## config.mk

```make
export PLATFORM = sky130hd
export DESIGN_NAME = cosine_controller
export DESIGN_NICKNAME = d
export VERILOG_FILES = /design/src/rtl/cosine_pkg.sv /design/src/rtl/cosine_controller_term_counter.sv /design/src/rtl/cosine_controller.sv
export SDC_FILE = /design/constraint.sdc
export NUM_CORES = 1
export LEC_CHECK = 0
export ABC_AREA = 1
export ABC_CLOCK_PERIOD_IN_PS = 3500
export CORE_MARGIN = 2
export CORE_UTILIZATION = 50
export DETAILED_ROUTE_END_ITERATION = 10
export PLACE_DENSITY = 0.8
export SLEW_MARGIN = 10
export SYNTH_ARGS = -nofsm -noshare
export SYNTH_HDL_FRONTEND = slang
export SYNTH_HIERARCHICAL = 1
export SYNTH_SLANG_ARGS = --single-unit
```

## constraint.sdc

```tcl
create_clock -name clk -period 3.5 [get_ports clk]
set_input_delay 0.525 -clock clk [delete_from_list [all_inputs] [get_ports clk]]
set_output_delay 0.525 -clock clk [all_outputs]
set_load 0.005 [all_outputs]
```

## src/rtl/cosine_pkg.sv

```systemverilog
// Shared types and constants for the cosine Taylor-series controller and datapath.
package cosine_pkg;

  localparam int CNT_W     = 3;
  localparam int TERMS_DEF = 4;

  typedef enum logic [2:0] {
    S_IDLE, S_INIT, S_MUL_X, S_MUL_C, S_ACC, S_NEXT, S_FIN
  } state_e;

  typedef struct packed {
    logic ready;
    logic busy;
    logic done;
    logic ldx;
    logic zc;
    logic one_t;
    logic one_r;
    logic mult_1;
    logic mult_2;
    logic ldt;
    logic zarb_done;
    logic ldr;
    logic enc;
  } ctrl_t;

  // Strobe pattern for a state. Registering decode(next_state) keeps every
  // strobe aligned with its state and free of glitches.
  function automatic ctrl_t decode(input state_e s);
    ctrl_t c;
    c = '0;
    case (s)
      S_IDLE:  c.ready = 1'b1;
      S_INIT:  begin c.busy = 1'b1; c.ldx = 1'b1; c.zc = 1'b1; c.one_t = 1'b1; c.one_r = 1'b1; end
      S_MUL_X: begin c.busy = 1'b1; c.mult_1 = 1'b1; c.ldt = 1'b1; end
      S_MUL_C: begin c.busy = 1'b1; c.mult_2 = 1'b1; c.ldt = 1'b1; end
      S_ACC:   begin c.busy = 1'b1; c.zarb_done = 1'b1; c.ldr = 1'b1; end
      S_NEXT:  begin c.busy = 1'b1; c.enc = 1'b1; end
      S_FIN:   begin c.busy = 1'b1; c.done = 1'b1; end
      default: c.ready = 1'b1;
    endcase
    return c;
  endfunction

endpackage

```

## src/rtl/cosine_controller_term_counter.sv

```systemverilog
// Term index k: cleared in INIT, advanced in NEXT, flags the final term.
module term_counter
  import cosine_pkg::*;
#(
  parameter int TERMS = TERMS_DEF
) (
  input  logic clk,
  input  logic res,
  input  logic clr,
  input  logic inc,
  output logic last
);

  logic [CNT_W-1:0] k_q, k_d;

  assign last = (k_q == CNT_W'(TERMS - 1));

  // Increment is suppressed on the final term so k never passes TERMS-1.
  always_comb begin
    k_d = k_q;
    if (clr)              k_d = '0;
    else if (inc && !last) k_d = k_q + 1'b1;
  end

  always_ff @(posedge clk or negedge res) begin
    if (!res) k_q <= '0;
    else      k_q <= k_d;
  end

endmodule

```

## src/rtl/cosine_controller.sv

```systemverilog
// Control FSM sequencing the cosine datapath: INIT, (MUL_X, MUL_C, ACC, NEXT) x TERMS, FIN.
module cosine_controller
  import cosine_pkg::*;
#(
  parameter int TERMS = TERMS_DEF
) (
  input  logic clk,
  input  logic res,
  input  logic start,
  input  logic check_less,
  output logic ready,
  output logic busy,
  output logic done,
  output logic less,
  output logic ldx,
  output logic zc,
  output logic one_t,
  output logic one_r,
  output logic mult_1,
  output logic mult_2,
  output logic ldt,
  output logic zarb_done,
  output logic ldr,
  output logic enc
);

  state_e state_q, state_d;
  ctrl_t  ctrl_q, ctrl_d;
  logic   less_q, less_d;
  logic   last;

  term_counter #(.TERMS(TERMS)) u_term_counter (
    .clk  (clk),
    .res  (res),
    .clr  (state_q == S_INIT),
    .inc  (state_q == S_NEXT),
    .last (last)
  );

  always_comb begin
    state_d = state_q;
    less_d  = less_q;
    case (state_q)
      S_IDLE:  if (start) state_d = S_INIT;
      S_INIT:  state_d = S_MUL_X;
      S_MUL_X: state_d = S_MUL_C;
      S_MUL_C: state_d = S_ACC;
      S_ACC:   state_d = S_NEXT;
      S_NEXT:  state_d = last ? S_FIN : S_MUL_X;
      S_FIN:   begin
        state_d = S_IDLE;
        less_d  = check_less;
      end
      default: state_d = S_IDLE;
    endcase
    ctrl_d = decode(state_d);
  end

  always_ff @(posedge clk or negedge res) begin
    if (!res) begin
      state_q <= S_IDLE;
      ctrl_q  <= decode(S_IDLE);
      less_q  <= 1'b0;
    end else begin
      state_q <= state_d;
      ctrl_q  <= ctrl_d;
      less_q  <= less_d;
    end
  end

  assign ready     = ctrl_q.ready;
  assign busy      = ctrl_q.busy;
  assign done      = ctrl_q.done;
  assign ldx       = ctrl_q.ldx;
  assign zc        = ctrl_q.zc;
  assign one_t     = ctrl_q.one_t;
  assign one_r     = ctrl_q.one_r;
  assign mult_1    = ctrl_q.mult_1;
  assign mult_2    = ctrl_q.mult_2;
  assign ldt       = ctrl_q.ldt;
  assign zarb_done = ctrl_q.zarb_done;
  assign ldr       = ctrl_q.ldr;
  assign enc       = ctrl_q.enc;
  assign less      = less_q;

endmodule

```

==> run metrics, run 1 <==
initial DRC count 6; Pwr Density 779 nW/um^2; # H-tree levels 1; status completed; HP Class reg -> reg; Least-Margin Pin Slew 0.687 ns; layout cells sized above 1 19.2%; total iterations of the first detailed-routing run 4; vias per inst 4.80; share of power burned in registers 42.7%; pin count of the biggest net entering global routing 17; crit path max-delay cell type dfstp_2; f_max 0.555 GHz; Int Pwr 465 uW; DIE AREA 1830 sq um; CP Class reg -> out; setup repair after global routing missed its margin no; syn_area_per_cell 9.07 sq um; # setup viols final 0; total track usage 15.0%; number of port buffers 17; final-report hold violation count 0; synthesized area 753 sq um; Via Count 552; switching pwr 258 uW; DIE HEIGHT 42.8 um; critical path arrival 1.28 ns; FILL cells 132; R2R depth 6; CTS Sinks 16; postcts setup bufs 0; cell taking the most area after synthesis dfrtp_1; Yosys cell types 19; Clock Skew 0.00974 ns; post-synth top area share 49.8%; setup total negative slack 0 ns; root buf cell clkbuf_4; antenna cell count 0; critical path required time 2.97 ns; drt total wl 1.12 mm; PostCTS Resize Cnt 0; largest cells by area after synthesis dfrtp_1 (50%), inv_1 (7.5%), nand2_1 (7.0%); vias in the first global route 528; Sw Share 35.6%; hold buffers post-CTS 0; Skew-Pair Late Insertion Delay 0.29 ns; aggregate global routing overflow 0; crit path max fanout 1; max_cap viols 0; Num CTS Buffers 3; Critical Path Source Type flip-flop; Reg clk slew, reported paths 0.09 ns; Cells after Synth 83; initial antenna violation count 0; r2r setup slk 2.13 ns; worst vdd ir 0.440 mV; Final Max Slew Viols 0; crit-path cells clkdlybuf4s50_1; fin crit share 51.5%; Avg WL per Cell 9.73 um; combinational power share 43.6%; RD Place Congestion 0.772; CTS Buffer Depth 2; Critical path buffers and inverters 1; Synth Warn # 6; synthesized netlist net count 89; site row count 14; crit-path leading delay family flip-flops; Max-Slew Margin vs Limit 54.1%; Detail Placement HPWL 895 um; CP max stage delay 0.52 ns; # IOs 18; Worst Hold Depth 2; Yosys reg bits 16; hold slack 0.501 ns; sequential-to-total area share from yosys stat 53.3%; crit path capture type primary output; Initial Util 51.8%; leakage 0.000507 uW; Post-DRT Antenna Nets 0; Clock power frac 13.7%; nets 106; Die W 42.8 um; area delta synth->final 23.3%; core area 1450 sq um; TritonCTS clock tree done; Worst path depth 1; drt drc 0; Final Critical Period 1.80 ns; first-pass GRT wire length 2.01 mm
## worst min-delay path, delay by kind of cell (launching register included)
family,cells,cell delay (ns)
AO/OA/AOI/OAI,1,0.08
AND/OR/NAND/NOR,1,0.05
flip-flops,1,0.35
## cell usage after synthesis
cell type	count
a21oi_2	1
buf_4	4
buf_6	1
clkinv_2	1
dfrtp_1	15
dfstp_2	1
ha_1	2
inv_1	15
inv_2	4
nand2_1	14
nand2_2	3
nand3_1	8
nand3_2	2
nand4_1	2
nor2_1	3
nor2_2	3
nor2_4	1
nor3_1	2
o21ai_0	1
## cells by family after synthesis
logic type | share of synthesized area, %
buf+inv | 15.6
compound gates | 1.83
fa+ha+maj | 3.32
flops | 53.3
simple gates | 25.9
## flip-flops by register name, indices dropped and copies added (netlist names)
name                count
busy                    1
mult_2                  1
state_q                 3
ldt                     1
less                    1
done                    1
ldr                     1
u_term_counter/k_q      3
enc                     1
ready                   1
mult_1                  1
ldx                     1
## worst paths after layout
path,startpoint,endpoint
setup / recovery,ready,ready
hold / removal,less,less
setup reg to reg,u_term_counter/k_q[0],busy
hold reg to reg,less,less
max in group asynchronous,res,state_q[2]
min in group asynchronous,res,state_q[0]
## layout make-up
type                            instances  area, sq um  share of cell area (%)
Sequential cell                        16          402                    43.3
Tap cell                               16         20.0                    2.16
Inverter                               20         76.3                    8.22
Timing Repair Buffer                   17          170                    18.3
Multi-Input combinational cell         42          234                    25.2
Clock buffer                            4         26.3                    2.83
## stage by stage
| step | area [sq um] | util (%) | power, uW | instances | setup WS (ns) |
|---|---|---|---|---|---|
| 6_report | 928 | 63.9 | 723 | 115 | 1.70 |
| 5_1_grt | 928 | 63.9 | 787 | 115 | 1.67 |
| 4_1_cts | 928 | 63.9 | 733 | 115 | 1.69 |
| 3_5_place_dp | 902 | 62.0 | 634 | 111 | 2.00 |
| 3_3_place_gp | 902 | 62.0 | 621 | 111 | 2.00 |
| 2_1_floorplan | 753 | - | 513 | 83 | 2.25 |
## layer usage
metal  share of wire (%)  track usage [%]
met2                  50             25.8
met3                 4.7             2.55
met4                 3.2             9.38
met5                   0                0
met1                  42             17.0
## power by group through the flow
| stage | combinational (uW) | sequential, uW | clock [uW] |
|---|---|---|---|
| after floorplan | 210 | 303 | 0 |
| after global placement | 311 | 310 | 0 |
| after detailed placement | 321 | 313 | 0 |
| after CTS | 322 | 310 | 102 |
| after global routing | 355 | 321 | 111 |
| final | 315 | 308 | 99.2 |
## cells in the final DEF (no fill, tap or decap)
| master | n |
|---|---|
| a21oi_2 | 1 |
| clkbuf_1 | 1 |
| clkbuf_4 | 3 |
| clkdlybuf4s50_1 | 17 |
| clkinv_2 | 1 |
| dfrtp_1 | 15 |
| dfstp_2 | 1 |
| ha_1 | 2 |
| inv_1 | 15 |
| inv_2 | 4 |
| nand2_1 | 14 |
| nand2_2 | 3 |
| nand3_1 | 8 |
| nand3_2 | 2 |
| nand4_1 | 2 |
| nor2_1 | 3 |
| nor2_2 | 3 |
| nor2_4 | 1 |
| nor3_1 | 2 |
| o21ai_0 | 1 |
Note: power is estimated with default switching activity, not from simulation.
==> inputs of run 2 (changes only) <==
--- a/config.mk
+++ b/config.mk
@@ -6,11 +6,11 @@
 export NUM_CORES = 1
 export LEC_CHECK = 0
 export ABC_AREA = 1
-export ABC_CLOCK_PERIOD_IN_PS = 3500
+export ABC_CLOCK_PERIOD_IN_PS = 1800
 export CORE_MARGIN = 2
-export CORE_UTILIZATION = 50
+export CORE_UTILIZATION = 47
 export DETAILED_ROUTE_END_ITERATION = 10
-export PLACE_DENSITY = 0.8
+export PLACE_DENSITY = 0.76
 export SLEW_MARGIN = 10
 export SYNTH_ARGS = -nofsm -noshare
 export SYNTH_HDL_FRONTEND = slang
==> constraint.sdc (replaced) <==
create_clock -name clk -period 1.8 [get_ports clk]
set_input_delay 0.27 -clock clk [delete_from_list [all_inputs] [get_ports clk]]
set_output_delay 0.27 -clock clk [all_outputs]
set_load 0.005 [all_outputs]
==> run metrics, run 2 (synthesis results as in run 1) <==
PostCTS Resize Cnt 0; Pwr Density 1540 nW/um^2; leakage 0.000518 uW; Regs by FF count state_q: 3 flops, u_term_counter/k_q: 3 flops; Final Max Slew Viols 0; Reg clk slew, reported paths 0.09 ns; number of port buffers 17; R2R depth 6; critical path required time 1.53 ns; CP max stage delay 0.52 ns; FF-to-FF End busy; setup total negative slack 0 ns; Initial Util 50.0%; Num CTS Buffers 3; worst vdd ir 0.973 mV; nets 107; postcts setup bufs 0; critical path arrival 1.29 ns; initial antenna violation count 0; first-pass GRT wire length 1.97 mm; total power 1460 uW; Critical Path Source Type flip-flop; hold buffers post-CTS 0; HP Class in -> async; root buf cell clkbuf_4; status completed; # H-tree levels 1; RD Place Congestion 0.765; r2r setup slk 0.44 ns; Clock Skew 0.00550 ns; DIE HEIGHT 44.0 um; total iterations of the first detailed-routing run 4; # IOs 18; CP Class reg -> out; crit path max-delay cell type dfstp_2; pin count of the biggest net entering global routing 17; total track usage 14.3%; hold slack 0.291 ns; # setup viols final 0; setup slack after layout 0.244 ns; area delta synth->final 25.6%; f_max 0.643 GHz; vias in the first global route 508; CTS Sinks 16; Die W 44.0 um; Avg WL per Cell 10.0 um; core area 1510 sq um; setup repair after global routing missed its margin no; vias per inst 4.83; initial DRC count 13; crit-path leading delay family flip-flops; Setup WS pre-CTS 0.450 ns; CTS Buffer Depth 2; Via Count 560; layout cells sized above 1 21.0%; Post-DRT Antenna Nets 0; most common cell after layout, fill and taps aside clkdlybuf4s50_1; final-report hold violation count 0; DIE AREA 1940 sq um; crit-path cells clkdlybuf4s50_1; site row count 14; commonest cells after routing, fill and taps aside clkdlybuf4s50_1 (17), inv_1 (15), dfrtp_1 (15), nand2_1 (14), nand3_1 (8); Skew-Pair Late Insertion Delay 0.29 ns; max_cap viols 0; TritonCTS clock tree done; Critical path buffers and inverters 1; aggregate global routing overflow 0; Max-Slew Margin vs Limit 81.5%; drt total wl 1.16 mm; Final Critical Period 1.56 ns; fin crit share 86.4%; drt drc 0; Worst path depth 1; crit path capture type primary output; Detail Placement HPWL 927 um; antenna cell count 0; crit path max fanout 1; Reg-to-Reg Start u_term_counter/k_q[0]; Least-Margin Pin Slew 0.278 ns
## run 2: how the worst max path moves through the flow
stage	startpoint	to	slack, ns
after floorplan	u_term_counter/k_q[0]	busy	0.55
after global placement	u_term_counter/k_q[0]	busy	0.49
after detailed placement	u_term_counter/k_q[0]	busy	0.45
after CTS	ready	ready	0.23
after global routing	ready	ready	0.21
final	ready	ready	0.24
## run 2: layer usage
metal / wire length, um / track usage, % / part of all wire (%) / vias to the layer above
li1: - / - / - / 285
met1: 464 / 15.3 / 40 / 254
met2: 604 / 25.3 / 52 / 17
met3: 71 / 2.86 / 6.1 / 4
met4: 19 / 9.09 / 1.6 / 0
met5: 0 / 0 / 0 / -
## run 2: area by class of cell
class	count	area [sq um]
clock buffers	4	36.3
flip-flops and latches	16	402
fillers	127	561
well taps	16	20.0
inverters	20	76.3
multi-input cells	42	234
repair buffers	18	178
## run 2: per-stage QoR
| step | area, sq um | cells | util (%) |
|---|---|---|---|
| final | 946 | 116 | 62.8 |
| after floorplan | 753 | 83 | - |
| after global placement | 910 | 112 | 60.4 |
| after CTS | 946 | 116 | 62.8 |
| after global routing | 946 | 116 | 62.8 |
| after detailed placement | 910 | 112 | 60.4 |
## run 2: report_power, final
| group | total [uW] | switching [uW] | internal [uW] |
|---|---|---|---|
| sequential | 603 | 107 | 496 |
| clock | 236 | 113 | 123 |
| combinational | 622 | 298 | 325 |
| total | 1460 | 517 | 944 |
